File: src/rtl/shadow_dump_collector.sv
// shadow_dump_collector
//
// Purpose: sits downstream of a shadow_capture instance and unloads its scan
// chains one at a time, in ascending chain order. Each chain's serial bits are
// packed LSB-first into bytes. The bytes are queued as records, tagged with
// the chain number, in a small first-word-fall-through FIFO with a
// valid/ready interface toward the debug readout.
//
// Ports:
//   sh_clk       shadow/data clock
//   sh_rst       asynchronous active-high reset
//   start        one-cycle pulse that begins a dump sequence (IDLE only)
//   chain_mask   chains to dump, captured when start is accepted
//   dump_en      one-hot (or zero) dump enable toward shadow_capture
//   ch_out       serial chain data from shadow_capture
//   ch_out_vld   per-chain bit valid
//   ch_out_done  per-chain end-of-chain marker
//   out_valid    head record available
//   out_ready    consumer accepts the head record
//   out_data     packed bits, first received bit in bit 0
//   out_chain    chain number of the head record
//   out_nbits    number of valid bits in out_data (8, or 0-7 for terminal)
//   out_last     head record is the terminal record of its chain
//   busy         a dump sequence is in progress
//   seq_done     one-cycle pulse when the sequence completes
module shadow_dump_collector #(
    parameter int NUM_CHAINS = 8,
    parameter int CH_IDX_W   = 3,
    parameter int FIFO_DEPTH = 4
) (
    input  logic                  sh_clk,
    input  logic                  sh_rst,
    input  logic                  start,
    input  logic [NUM_CHAINS-1:0] chain_mask,
    output logic [NUM_CHAINS-1:0] dump_en,
    input  logic [NUM_CHAINS-1:0] ch_out,
    input  logic [NUM_CHAINS-1:0] ch_out_vld,
    input  logic [NUM_CHAINS-1:0] ch_out_done,
    output logic                  out_valid,
    input  logic                  out_ready,
    output logic [7:0]            out_data,
    output logic [CH_IDX_W-1:0]   out_chain,
    output logic [3:0]            out_nbits,
    output logic                  out_last,
    output logic                  busy,
    output logic                  seq_done
);

    localparam int PTR_W = (FIFO_DEPTH > 1) ? $clog2(FIFO_DEPTH) : 1;
    localparam int CNT_W = $clog2(FIFO_DEPTH + 1);

    localparam logic [CH_IDX_W-1:0]   LAST_IDX  = CH_IDX_W'(NUM_CHAINS - 1);
    localparam logic [CNT_W-1:0]      STALL_LVL = CNT_W'(FIFO_DEPTH - 1);
    localparam logic [CNT_W-1:0]      FULL_LVL  = CNT_W'(FIFO_DEPTH);
    localparam logic [PTR_W-1:0]      PTR_LAST  = PTR_W'(FIFO_DEPTH - 1);
    localparam logic [NUM_CHAINS-1:0] EN_ONE    = NUM_CHAINS'(1);

    typedef enum logic [2:0] {
        S_IDLE,
        S_SEL,
        S_DUMP,
        S_FLUSH,
        S_FIN
    } state_t;

    typedef struct packed {
        logic [7:0]          data;
        logic [CH_IDX_W-1:0] chain;
        logic [3:0]          nbits;
        logic                last;
    } rec_t;

    state_t                state, state_nxt;
    logic [CH_IDX_W-1:0]   idx, idx_nxt;
    logic [NUM_CHAINS-1:0] mask, mask_nxt;
    logic [7:0]            sreg, sreg_nxt;
    logic [3:0]            cnt, cnt_nxt;

    logic                  push;
    rec_t                  push_rec;
    logic                  pop;

    rec_t                  mem [FIFO_DEPTH];
    logic [PTR_W-1:0]      wptr, rptr;
    logic [CNT_W-1:0]      fcount, fcount_nxt;

    logic                  bit_vld, bit_val, bit_done;
    logic [7:0]            shifted;

    // Only the currently selected chain is listened to.
    assign bit_vld  = ch_out_vld[idx];
    assign bit_val  = ch_out[idx];
    assign bit_done = ch_out_done[idx];
    assign shifted  = sreg | ({7'd0, bit_val} << cnt);

    assign pop        = out_valid && out_ready;
    assign fcount_nxt = fcount + CNT_W'(push) - CNT_W'(pop);

    always_ff @(posedge sh_clk or posedge sh_rst) begin
        if (sh_rst) begin
            state <= S_IDLE;
        end else begin
            state <= state_nxt;
        end
    end

    always_comb begin
        state_nxt = state;
        idx_nxt   = idx;
        mask_nxt  = mask;
        sreg_nxt  = sreg;
        cnt_nxt   = cnt;
        push      = 1'b0;
        push_rec  = '0;
        case (state)
            S_IDLE: begin
                if (start) begin
                    mask_nxt  = chain_mask;
                    idx_nxt   = '0;
                    state_nxt = S_SEL;
                end
            end
            S_SEL: begin
                if (mask[idx]) begin
                    sreg_nxt  = '0;
                    cnt_nxt   = '0;
                    state_nxt = S_DUMP;
                end else if (idx == LAST_IDX) begin
                    state_nxt = S_FIN;
                end else begin
                    idx_nxt = idx + CH_IDX_W'(1);
                end
            end
            S_DUMP: begin
                // A bit arriving with done is taken first, so it lands in the
                // terminal record (or completes a final full byte).
                if (bit_vld) begin
                    if (cnt == 4'd7) begin
                        push     = 1'b1;
                        push_rec = '{data: shifted, chain: idx, nbits: 4'd8, last: 1'b0};
                        sreg_nxt = '0;
                        cnt_nxt  = '0;
                    end else begin
                        sreg_nxt = shifted;
                        cnt_nxt  = cnt + 4'd1;
                    end
                end
                if (bit_done) begin
                    state_nxt = S_FLUSH;
                end
            end
            S_FLUSH: begin
                // Terminal record is always written, even with zero bits, so
                // the reader sees an explicit end for every dumped chain.
                if (fcount != FULL_LVL) begin
                    push     = 1'b1;
                    push_rec = '{data: sreg, chain: idx, nbits: cnt, last: 1'b1};
                    if (idx == LAST_IDX) begin
                        state_nxt = S_FIN;
                    end else begin
                        idx_nxt   = idx + CH_IDX_W'(1);
                        state_nxt = S_SEL;
                    end
                end
            end
            S_FIN: begin
                state_nxt = S_IDLE;
            end
            default: begin
                state_nxt = S_IDLE;
            end
        endcase
    end

    always_ff @(posedge sh_clk or posedge sh_rst) begin
        if (sh_rst) begin
            idx      <= '0;
            mask     <= '0;
            sreg     <= '0;
            cnt      <= '0;
            dump_en  <= '0;
            busy     <= 1'b0;
            seq_done <= 1'b0;
        end else begin
            idx      <= idx_nxt;
            mask     <= mask_nxt;
            sreg     <= sreg_nxt;
            cnt      <= cnt_nxt;
            // Enable is withheld once the FIFO has one slot left: the single
            // bit shadow_capture may still deliver after the drop can complete
            // at most one byte, which that slot absorbs.
            if (state_nxt == S_DUMP && fcount_nxt < STALL_LVL) begin
                dump_en <= EN_ONE << idx_nxt;
            end else begin
                dump_en <= '0;
            end
            busy     <= (state_nxt != S_IDLE);
            seq_done <= (state_nxt == S_FIN);
        end
    end

    // Record FIFO, first-word fall-through: outputs always show the head.
    always_ff @(posedge sh_clk or posedge sh_rst) begin
        if (sh_rst) begin
            wptr      <= '0;
            rptr      <= '0;
            fcount    <= '0;
            out_valid <= 1'b0;
            for (int i = 0; i < FIFO_DEPTH; i++) begin
                mem[i] <= '0;
            end
        end else begin
            if (push) begin
                mem[wptr] <= push_rec;
                wptr      <= (wptr == PTR_LAST) ? '0 : wptr + PTR_W'(1);
            end
            if (pop) begin
                rptr <= (rptr == PTR_LAST) ? '0 : rptr + PTR_W'(1);
            end
            fcount    <= fcount_nxt;
            out_valid <= (fcount_nxt != '0);
        end
    end

    assign out_data  = mem[rptr].data;
    assign out_chain = mem[rptr].chain;
    assign out_nbits = mem[rptr].nbits;
    assign out_last  = mem[rptr].last;

endmodule
File: config.mk
export PLATFORM = sky130hd
export DESIGN_NAME = shadow_dump_collector
export DESIGN_NICKNAME = d
export VERILOG_FILES = /design/src/rtl/shadow_dump_collector.sv
export SDC_FILE = /design/constraint.sdc
export NUM_CORES = 1
export LEC_CHECK = 0
export ABC_AREA = 1
export ABC_CLOCK_PERIOD_IN_PS = 3250
export CAP_MARGIN = 20
export CORE_AREA = 4 4 125 127
export CTS_CLUSTER_DIAMETER = 60
export DETAILED_ROUTE_END_ITERATION = 10
export DIE_AREA = 0 0 129 131
export GPL_TIMING_DRIVEN = 0
export SLEW_MARGIN = 15
export SYNTH_ARGS = -nofsm -noshare
export SYNTH_HDL_FRONTEND = slang
export SYNTH_SLANG_ARGS = --single-unit
File: constraint.sdc
create_clock -name sh_clk -period 3.25 [get_ports sh_clk]
set_input_delay 0.325 -clock sh_clk [delete_from_list [all_inputs] [get_ports sh_clk]]
set_output_delay 0.325 -clock sh_clk [all_outputs]
set_load 0.01 [all_outputs]
Word level (Yosys, flattened, before mapping)
Cells that the tools add are included.
{ "op_classes": {"add_sub_neg": 6, "magnitude_cmp": 5, "eq_ne": 12, "shift": 2, "n_mux": 45, "bitwise_logic": 3, "n_reduce_logical": 9} }
{ "op_table": {"columns": ["operator", "n"], "rows": [
  ["16-bit 2-to-1 mux", 6],
  ["64-bit bitwise mux", 1],
  ["16-bit binary-select mux with 2-bit select", 1],
  ["16-bit demux with 2-bit select", 1],
  ["8-bit 2-to-1 mux", 4],
  ["16-bit one-hot mux with 2 select lines", 1],
  ["3-bit 2-to-1 mux", 10],
  ["8-bit one-hot mux with 2 select lines", 1],
  ["1-bit binary-select mux with 3-bit select", 4],
  ["4-bit 2-to-1 mux", 3],
  ["3-bit one-hot mux with 4 select lines", 1],
  ["3-bit by 2-bit equality test with 1-bit output, second input constant", 3],
  ["3-bit one-hot mux with 3 select lines", 1],
  ["8-bit OR", 1],
  ["4-bit one-hot mux with 2 select lines", 1],
  ["1-bit by 3-bit << shifter with 8-bit output, first input constant", 1],
  ["1-bit by 4-bit << shifter with 8-bit output", 1],
  ["1-bit 2-to-1 mux", 7],
  ["3-bit equality test, second input constant", 2],
  ["3-bit greater-or-equal comparator, second input constant", 2],
  ["2-bit inverter with 3-bit output", 2],
  ["3-bit nonzero test", 2],
  ["2-bit by 1-bit adder with 2-bit output, second input constant", 2],
  ["4-bit by 1-bit adder with 4-bit output, second input constant", 1],
  ["other kinds (18)", 23]
]} }
{ "totals": {"ff_bits": 108, "output_inout_bits": 27, "elab_cells": 110} }

Longest topological paths before layout
Gate-level depths: netlist of run 1.
{ "logic_depth": {"ltp_word": 9, "ltp_mapped": 16, "ltp_nobuf": 15} }

Least setup slack after synthesis of run 1
Ideal clock, no wire load.
{ "synth_timing": {"path_type": "register -> register", "startpoint": "register idx[0]", "endpoint": "register dump_en[0]", "setup_time_ns": 0.073, "arrival_time_ns": 2.372, "t_required_ns": 3.177, "path_slack_ns": 0.805, "path_stages_with_launch": 17, "path_buffers": 2, "cell_sequence": "dfrtp_1 > buf_4 > nor2_1 > nor2_1 > o21ai_1 > nand2_1 > nand2_1 > nand2_2 > nand2_2 > nand2_2 > buf_6 > ha_1 > fa_1 > xor2_1 > a21oi_1 > nand4_1 > nor2_1"} }
{ "synth_between": {"elab_chain_len": 9, "elab_cells_between_ends": 28} }
{ "synth_lines": {"columns": ["item", "line", "rtl"], "rows": [
  ["from (decl)", "74", "logic [CH_IDX_W-1:0] idx, idx_nxt;"],
  ["from (signal assigned)", "185", "idx <= idx_nxt;"],
  ["1-bit binary-select mux with 3-bit select", "91", "assign bit_vld = ch_out_vld[idx];"],
  ["1-bit 2-to-1 mux (implied by the code)", "91", null],
  ["1-bit 2-to-1 mux", "137", "if (bit_vld) begin"],
  ["1-bit one-hot mux with 2 select lines", "115", "case (state)"],
  ["net push", "79", "logic push;"],
  ["3-bit by 1-bit adder with 3-bit output", "97", "assign fcount_nxt = fcount + CNT_W'(push) - CNT_W'(pop);"],
  ["3-bit by 1-bit subtractor with 3-bit output", "97", null],
  ["net fcount_nxt[2]", "85", "logic [CNT_W-1:0] fcount, fcount_nxt;"],
  ["3-bit by 2-bit < comparator with 1-bit output", "192", "if (state_nxt == S_DUMP && fcount_nxt < STALL_LVL) begin"],
  ["1-bit logical AND", "192", null],
  ["8-bit 2-to-1 mux", "192", null],
  ["to (signal assigned)", "193", "dump_en <= EN_ONE << idx_nxt;"],
  ["to (decl)", "35", "output logic [NUM_CHAINS-1:0] dump_en,"]
]} }
The timed path passes the listed nets, and every way through them passes these cells. The select of a mux whose other input is x is not followed.
A chain may end at the register's enable or synchronous reset.

Final worst setup path of run 1
{ "layout_timing": {"startpoint": "register idx[0]", "endpoint": "register dump_en[1]"} }
Same word-level chain as after synthesis.

==> results of run 1 <==
-- layer usage --
layer  global-route usage [%]  part of all wire (%)  wire [um]
met1                     24.8                    45       6890
met2                     31.6                    48       7360
met3                     4.31                   5.0        772
met4                     6.24                   1.7        260
met5                        0                     0          0
-- stage by stage --
stage,instances,setup WS (ns)
after global routing,954,0.0814
after floorplan,691,0.0794
final,954,0.357
after CTS,954,0.244
after global placement,937,-1.48
after detailed placement,938,0.0829
-- critical path: cells and delay by family (launching register included) --
kind / cells / cell delay, ns
AO/OA/AOI/OAI: 2 / 0.27
XOR/XNOR: 1 / 0.21
adder cells (fa/ha/maj): 2 / 0.59
buffers and inverters: 2 / 0.32
flip-flops: 1 / 0.40
AND/OR/NAND/NOR: 9 / 1.02
-- worst max path at each step --
stage | slack, ns | from | cells after the start | end
global placement | -1.48 | sh_rst | 2 | mem[23]
floorplan | 0.08 | sh_rst | 1 | busy
CTS | 0.24 | idx[0] | 16 | dump_en[5]
finish | 0.36 | idx[0] | 16 | dump_en[1]
global route | 0.08 | idx[0] | 16 | dump_en[5]
detailed placement | 0.08 | ch_out_vld[0] | 16 | dump_en[1]
-- cell families after synthesis --
| kind of cell | synth area share [%] |
|---|---|
| AO/OA/AOI/OAI | 13.8 |
| XOR/XNOR | 0.487 |
| AND/OR/NAND/NOR | 25.8 |
| buffers and inverters | 7.51 |
| adder cells (fa/ha/maj) | 2.46 |
| flip-flops | 50.0 |
-- final cells by class --
class	instances	area, sq um	share of cell area, %
buffer	26	161	2.44
clock buffer	12	267	4.03
clock inverter	4	55.1	0.833
inverter	65	249	3.77
multi-input combinational	492	2300	34.8
sequential	108	2700	40.9
tap	184	230	3.48
timing repair buffer	63	648	9.81
-- cell usage in the layout, fill, tap and decap left out, types with 2 or more instances in the layout --
cell	count
nor3_1	3
clkbuf_8	3
inv_1	58
nand4_1	10
nand2_2	6
dfrtp_1	108
nand2_1	213
a21oi_1	4
clkdlybuf4s50_1	62
a21oi_2	5
a21boi_0	3
o22ai_1	17
clkbuf_16	9
ha_1	9
buf_2	6
buf_6	4
o21ai_0	61
o21ai_1	48
inv_6	2
nor2_4	2
inv_2	6
nor2_1	66
nand3_1	38
buf_4	7
clkbuf_1	9
xor2_1	2
-- where the power goes --
group	switching [uW]	internal, uW	leakage [uW]	total (uW)
clock network	512	665	0.000155	1180
logic	1700	1050	0.00163	2750
registers	272	1750	0.00140	2020
total	2490	3470	0.00318	5950
-- flip-flops by register name (all words and copies together) (netlist names) --
| register | flops |
|---|---|
| state | 3 |
| sreg | 8 |
| busy | 1 |
| seq_done | 1 |
| wptr | 2 |
| cnt | 4 |
| fcount | 3 |
| rptr | 2 |
| mask | 8 |
| idx | 3 |
| mem | 64 |
| dump_en | 8 |
| out_valid | 1 |
==> results.sh, run 1 <==
export IMPL_vias_per_cell=5.15
export IMPL_yosys_top_cells_count="213 x nand2_1, 108 x dfrtp_1, 66 x nor2_1"
export IMPL_timing_final_crit_share_pct=89.0
export IMPL_cts_sinks=108
export IMPL_io_buffers=62
export IMPL_r2r_slack_ns=0.36
export IMPL_drtPass1Iterations=5
export IMPL_skew_ns=0.00684
export IMPL_p_leak_uw=0.00318
export IMPL_ys_seq_area_share_pct=50.0
export IMPL_holdCritPathClass="in -> async"
export IMPL_yosysUniqueCellTypes=27
export IMPL_drtIter0Drc=426
export IMPL_layout_area_overhead_vs_synth_pct=22.4
export IMPL_rows=44
export IMPL_worstSetupEndpointType="register"
export IMPL_total_power_uw=5950
export IMPL_powerDensity_nw_per_um2=900
export IMPL_postLayoutCellArea_sq_um=6610
export IMPL_grt_pass1_wl_mm=25.1
export IMPL_synth_most_common_cell="nand2_1"
export IMPL_crit_type="reg -> reg"
export IMPL_dieArea_sq_um=16900
export IMPL_ys_top_cells_by_area="dfrtp_1 50%, nand2_1 15%, o21ai_0 5.7%"
export IMPL_finalSetupViolCount=0
export IMPL_antennaDiodeCount=0
export IMPL_crit_arrival_ns=3.18
export IMPL_rsz0062_at_grt="false"
export IMPL_maxSlewHeadroom_pct=56.2
export IMPL_synth_nets=737
export IMPL_cts_hold_repair_buffers=0
export IMPL_r2r_end="dump_en[1]"
export IMPL_peakVddDrop_v=0.000358
export IMPL_yosysTopAreaCell="dfrtp_1"
export IMPL_cts_tree="done"
export IMPL_cp_start_kind="register"
export IMPL_wire_per_inst_um=16.0
export IMPL_synth_avg_cell_area_sq_um=7.82
export IMPL_fin_crit_ns=2.89
export IMPL_slowest_delay_ns=0.40
export IMPL_tns_ns=0
export IMPL_fmax_mhz=346
export IMPL_dpl_cell_area_sq_um=6280
export IMPL_syn_instance_count=691
export IMPL_routabilityCongestion=0.891
export IMPL_ant_nets=0
export IMPL_core_sq_um=14400
export IMPL_drv_cap=0
export IMPL_die_w_um=129
export IMPL_timing_rr_start="idx[0]"
export IMPL_status="finished clean"
export IMPL_wirelength_mm=15.3
export IMPL_ys_ff_latch=108
export IMPL_worst_path_max_delay_cell="dfrtp_1"
export IMPL_clk_latency_ns=0.36
export IMPL_fill_cells=1444
export IMPL_root_buffer="clkbuf_16"
export IMPL_antenna_found_initial=0
export IMPL_grt_max_degree=62
export IMPL_synth_edf_count=0
export IMPL_yosys_warnings=0
export IMPL_grt_pass1_vias=4949
export IMPL_post_route_util_pct=45.8
export IMPL_whs_ns=0.368
export IMPL_ys_flop_type="dfrtp_1"
export IMPL_final_max_slew_viol_count=0
export IMPL_clockBufferDepth=2
export IMPL_ff2ff_path_depth=16
export IMPL_synth_area_sq_um=5400
export IMPL_cts_setup_buffers=0
export IMPL_path_max_fanout=10
export IMPL_hpwlAfterDp_mm=11.0
export IMPL_start_util_pct=37.4
export IMPL_synthArstFlopShare_pct=100
export IMPL_drcViolationCount=0
export IMPL_htreeDepth=3
export IMPL_vias=4917
export IMPL_tightest_slew_ns=0.656
export IMPL_worstPathCellList="buf_4 -> nor2_1 -> nor2_1 -> o21ai_1 -> nand2_1 -> nand2_1 -> nand2_2 -> nand2_2 -> nand2_2 -> buf_6 -> ha_1 -> fa_1 -> xor2_1 -> a21oi_2 -> nand4_1 -> nor2_1"
export IMPL_yosysTopAreaCellShare_pct=50.0
export IMPL_gr_total_overflow=0
export IMPL_cts_made_buffers=9
export IMPL_nets=811
export IMPL_die_height_um=131
export IMPL_drive_above_1_share_pct=7.27
export IMPL_track_usage_pct=19.0
export IMPL_ios=63
export IMPL_finalHoldViolations=0
export IMPL_post_cts_resized=0
export IMPL_clkTransAtPathRegs_ns=0.07
export IMPL_worstPathRequired_ns=3.53
Power figures use the tool's default switching activity.
==> run 2, diff against run 1 <==
--- a/config.mk
+++ b/config.mk
@@ -6,7 +6,7 @@
 export NUM_CORES = 1
 export LEC_CHECK = 0
 export ABC_AREA = 1
-export ABC_CLOCK_PERIOD_IN_PS = 3250
+export ABC_CLOCK_PERIOD_IN_PS = 3800
 export CAP_MARGIN = 20
 export CORE_AREA = 4 4 125 127
 export CTS_CLUSTER_DIAMETER = 60
==> constraint.sdc (replaced) <==
create_clock -name sh_clk -period 3.8 [get_ports sh_clk]
set_input_delay 0.38 -clock sh_clk [delete_from_list [all_inputs] [get_ports sh_clk]]
set_output_delay 0.38 -clock sh_clk [all_outputs]
set_load 0.01 [all_outputs]
==> run 2 against run 1 <==
First-iteration DRC count rose by 6.1%; critical path depth did not move; global-route usage did not move; wire length barely moved; register-to-register slack improved by 0.47 ns; non-clock buffer count did not move; sequential power fell by 14%; clock-buffer cell count did not move; critical path type unchanged; largest power group unchanged; highest routed layer unchanged.
==> results.sh, run 2 (synthesized netlist as in run 1, its figures left out) <==
export IMPL_grt_pass1_vias=4949
export IMPL_antennaDiodeCount=0
export IMPL_root_buffer="clkbuf_16"
export IMPL_clkTransAtPathRegs_ns=0.07
export IMPL_dpl_cell_area_sq_um=6280
export IMPL_postLayoutCellArea_sq_um=6610
export IMPL_maxSlewHeadroom_pct=55.9
export IMPL_path_max_fanout=10
export IMPL_core_sq_um=14400
export IMPL_vias=4936
export IMPL_layout_area_overhead_vs_synth_pct=22.3
export IMPL_grt_max_degree=62
export IMPL_ant_nets=0
export IMPL_cts_sinks=108
export IMPL_skew_ns=0.00634
export IMPL_vias_per_cell=5.17
export IMPL_cts_tree="done"
export IMPL_timing_final_crit_share_pct=78.2
export IMPL_drtIter0Drc=452
export IMPL_fmax_mhz=337
export IMPL_cp_buffers_inverters=2
export IMPL_total_power_uw=5080
export IMPL_wire_per_inst_um=16.0
export IMPL_gr_total_overflow=0
export IMPL_tightest_slew_ns=0.662
export IMPL_drtPass1Iterations=5
export IMPL_crit_arrival_ns=3.25
export IMPL_whs_ns=0.425
export IMPL_worstSetupEndpointType="register"
export IMPL_crit_cells=16
export IMPL_post_route_util_pct=45.8
export IMPL_final_max_slew_viol_count=0
export IMPL_htreeDepth=3
export IMPL_dieArea_sq_um=16900
export IMPL_rsz0062_at_grt="false"
export IMPL_die_w_um=129
export IMPL_drcViolationCount=0
export IMPL_clk_latency_ns=0.36
export IMPL_routabilityCongestion=0.891
export IMPL_finalSetupViolCount=0
export IMPL_clockBufferDepth=2
export IMPL_p_leak_uw=0.00318
export IMPL_track_usage_pct=19.0
export IMPL_slowest_delay_ns=0.40
export IMPL_ios=63
export IMPL_worstPathRequired_ns=4.09
export IMPL_peakVddDrop_v=0.000307
export IMPL_layout_common_cells="213 x nand2_1, 108 x dfrtp_1, 66 x nor2_1"
export IMPL_holdCritPathClass="in -> async"
export IMPL_wirelength_mm=15.3
export IMPL_hpwlAfterDp_mm=11.0
export IMPL_cp_start_kind="register"
export IMPL_drive_above_1_share_pct=7.14
export IMPL_cts_made_buffers=9
export IMPL_antenna_found_initial=0
export IMPL_largest_reg_flops=64
export IMPL_drv_cap=0
export IMPL_die_height_um=131
export IMPL_io_buffers=62
export IMPL_final_common_cell="nand2_1"
export IMPL_status="finished clean"
export IMPL_nets=811
export IMPL_cts_hold_repair_buffers=0
export IMPL_worstPathCellList="buf_4 -> nor2_1 -> nor2_1 -> o21ai_1 -> nand2_1 -> nand2_1 -> nand2_2 -> nand2_2 -> nand2_2 -> buf_6 -> ha_1 -> fa_1 -> xor2_1 -> a21oi_1 -> nand4_1 -> nor2_1"
export IMPL_top_register="mem"
export IMPL_worst_path_max_delay_cell="dfrtp_1"
export IMPL_fin_crit_ns=2.97
export IMPL_post_cts_resized=0
export IMPL_grt_pass1_wl_mm=25.1
export IMPL_powerDensity_nw_per_um2=768
export IMPL_cpLargestDelayFamily="simple AND/OR/NAND/NOR gates"
export IMPL_crit_type="reg -> reg"
export IMPL_cts_setup_buffers=0
export IMPL_ff2ff_path_depth=16
export IMPL_finalHoldViolations=0
export IMPL_rows=44
export IMPL_start_util_pct=37.4
run 2: cell counts in the layout (fill, tap and decap cells not counted):
No cell type changed its count.
run 2: worst paths after layout:
| check | start | end | slack [ns] |
|---|---|---|---|
| setup / recovery | idx[0] | dump_en[1] | 0.83 |
| hold / removal | sh_rst | mask[3] | 0.42 |
| setup reg to reg | idx[0] | dump_en[1] | 0.83 |
| hold reg to reg | mask[0] | mask[0] | 0.48 |
| max in group asynchronous | sh_rst | mem[37] | 2.69 |
| min in group sh_clk | mask[0] | mask[0] | 0.48 |
run 2: metal layers:
| metal | GRT usage [%] | part of all wire [%] | vias to the layer above |
|---|---|---|---|
| li1 | - | - | 2381 |
| met5 | 0 | 0 | - |
| met3 | 4.31 | 5.5 | 24 |
| met4 | 6.24 | 1.7 | 0 |
| met2 | 31.6 | 48 | 151 |
| met1 | 24.8 | 45 | 2380 |
run 2: area by class of cell:
class	count	area, sq um
plain buffers	26	161
clock buffers	12	267
clock inverters	4	55.1
fillers	1446	7820
inverters	65	249
multi-input cells	492	2290
flip-flops and latches	108	2700
well taps	184	230
repair buffers	63	648
run 2: through the flow:
| stage | setup TNS [ns] | instances | setup slack (ns) |
|---|---|---|---|
| 6_report | 0 | 954 | 0.830 |
| 5_1_grt | 0 | 954 | 0.532 |
| 4_1_cts | 0 | 954 | 0.794 |
| 3_5_place_dp | 0 | 938 | 0.578 |
| 3_3_place_gp | -105.44 | 937 | -0.985 |
| 2_1_floorplan | 0 | 691 | 0.574 |
run 2: power breakdown:
part,switching [uW],total (uW),internal (uW)
sequential,232,1730,1500
clock,437,1010,569
combinational,1450,2340,891
total,2120,5080,2960
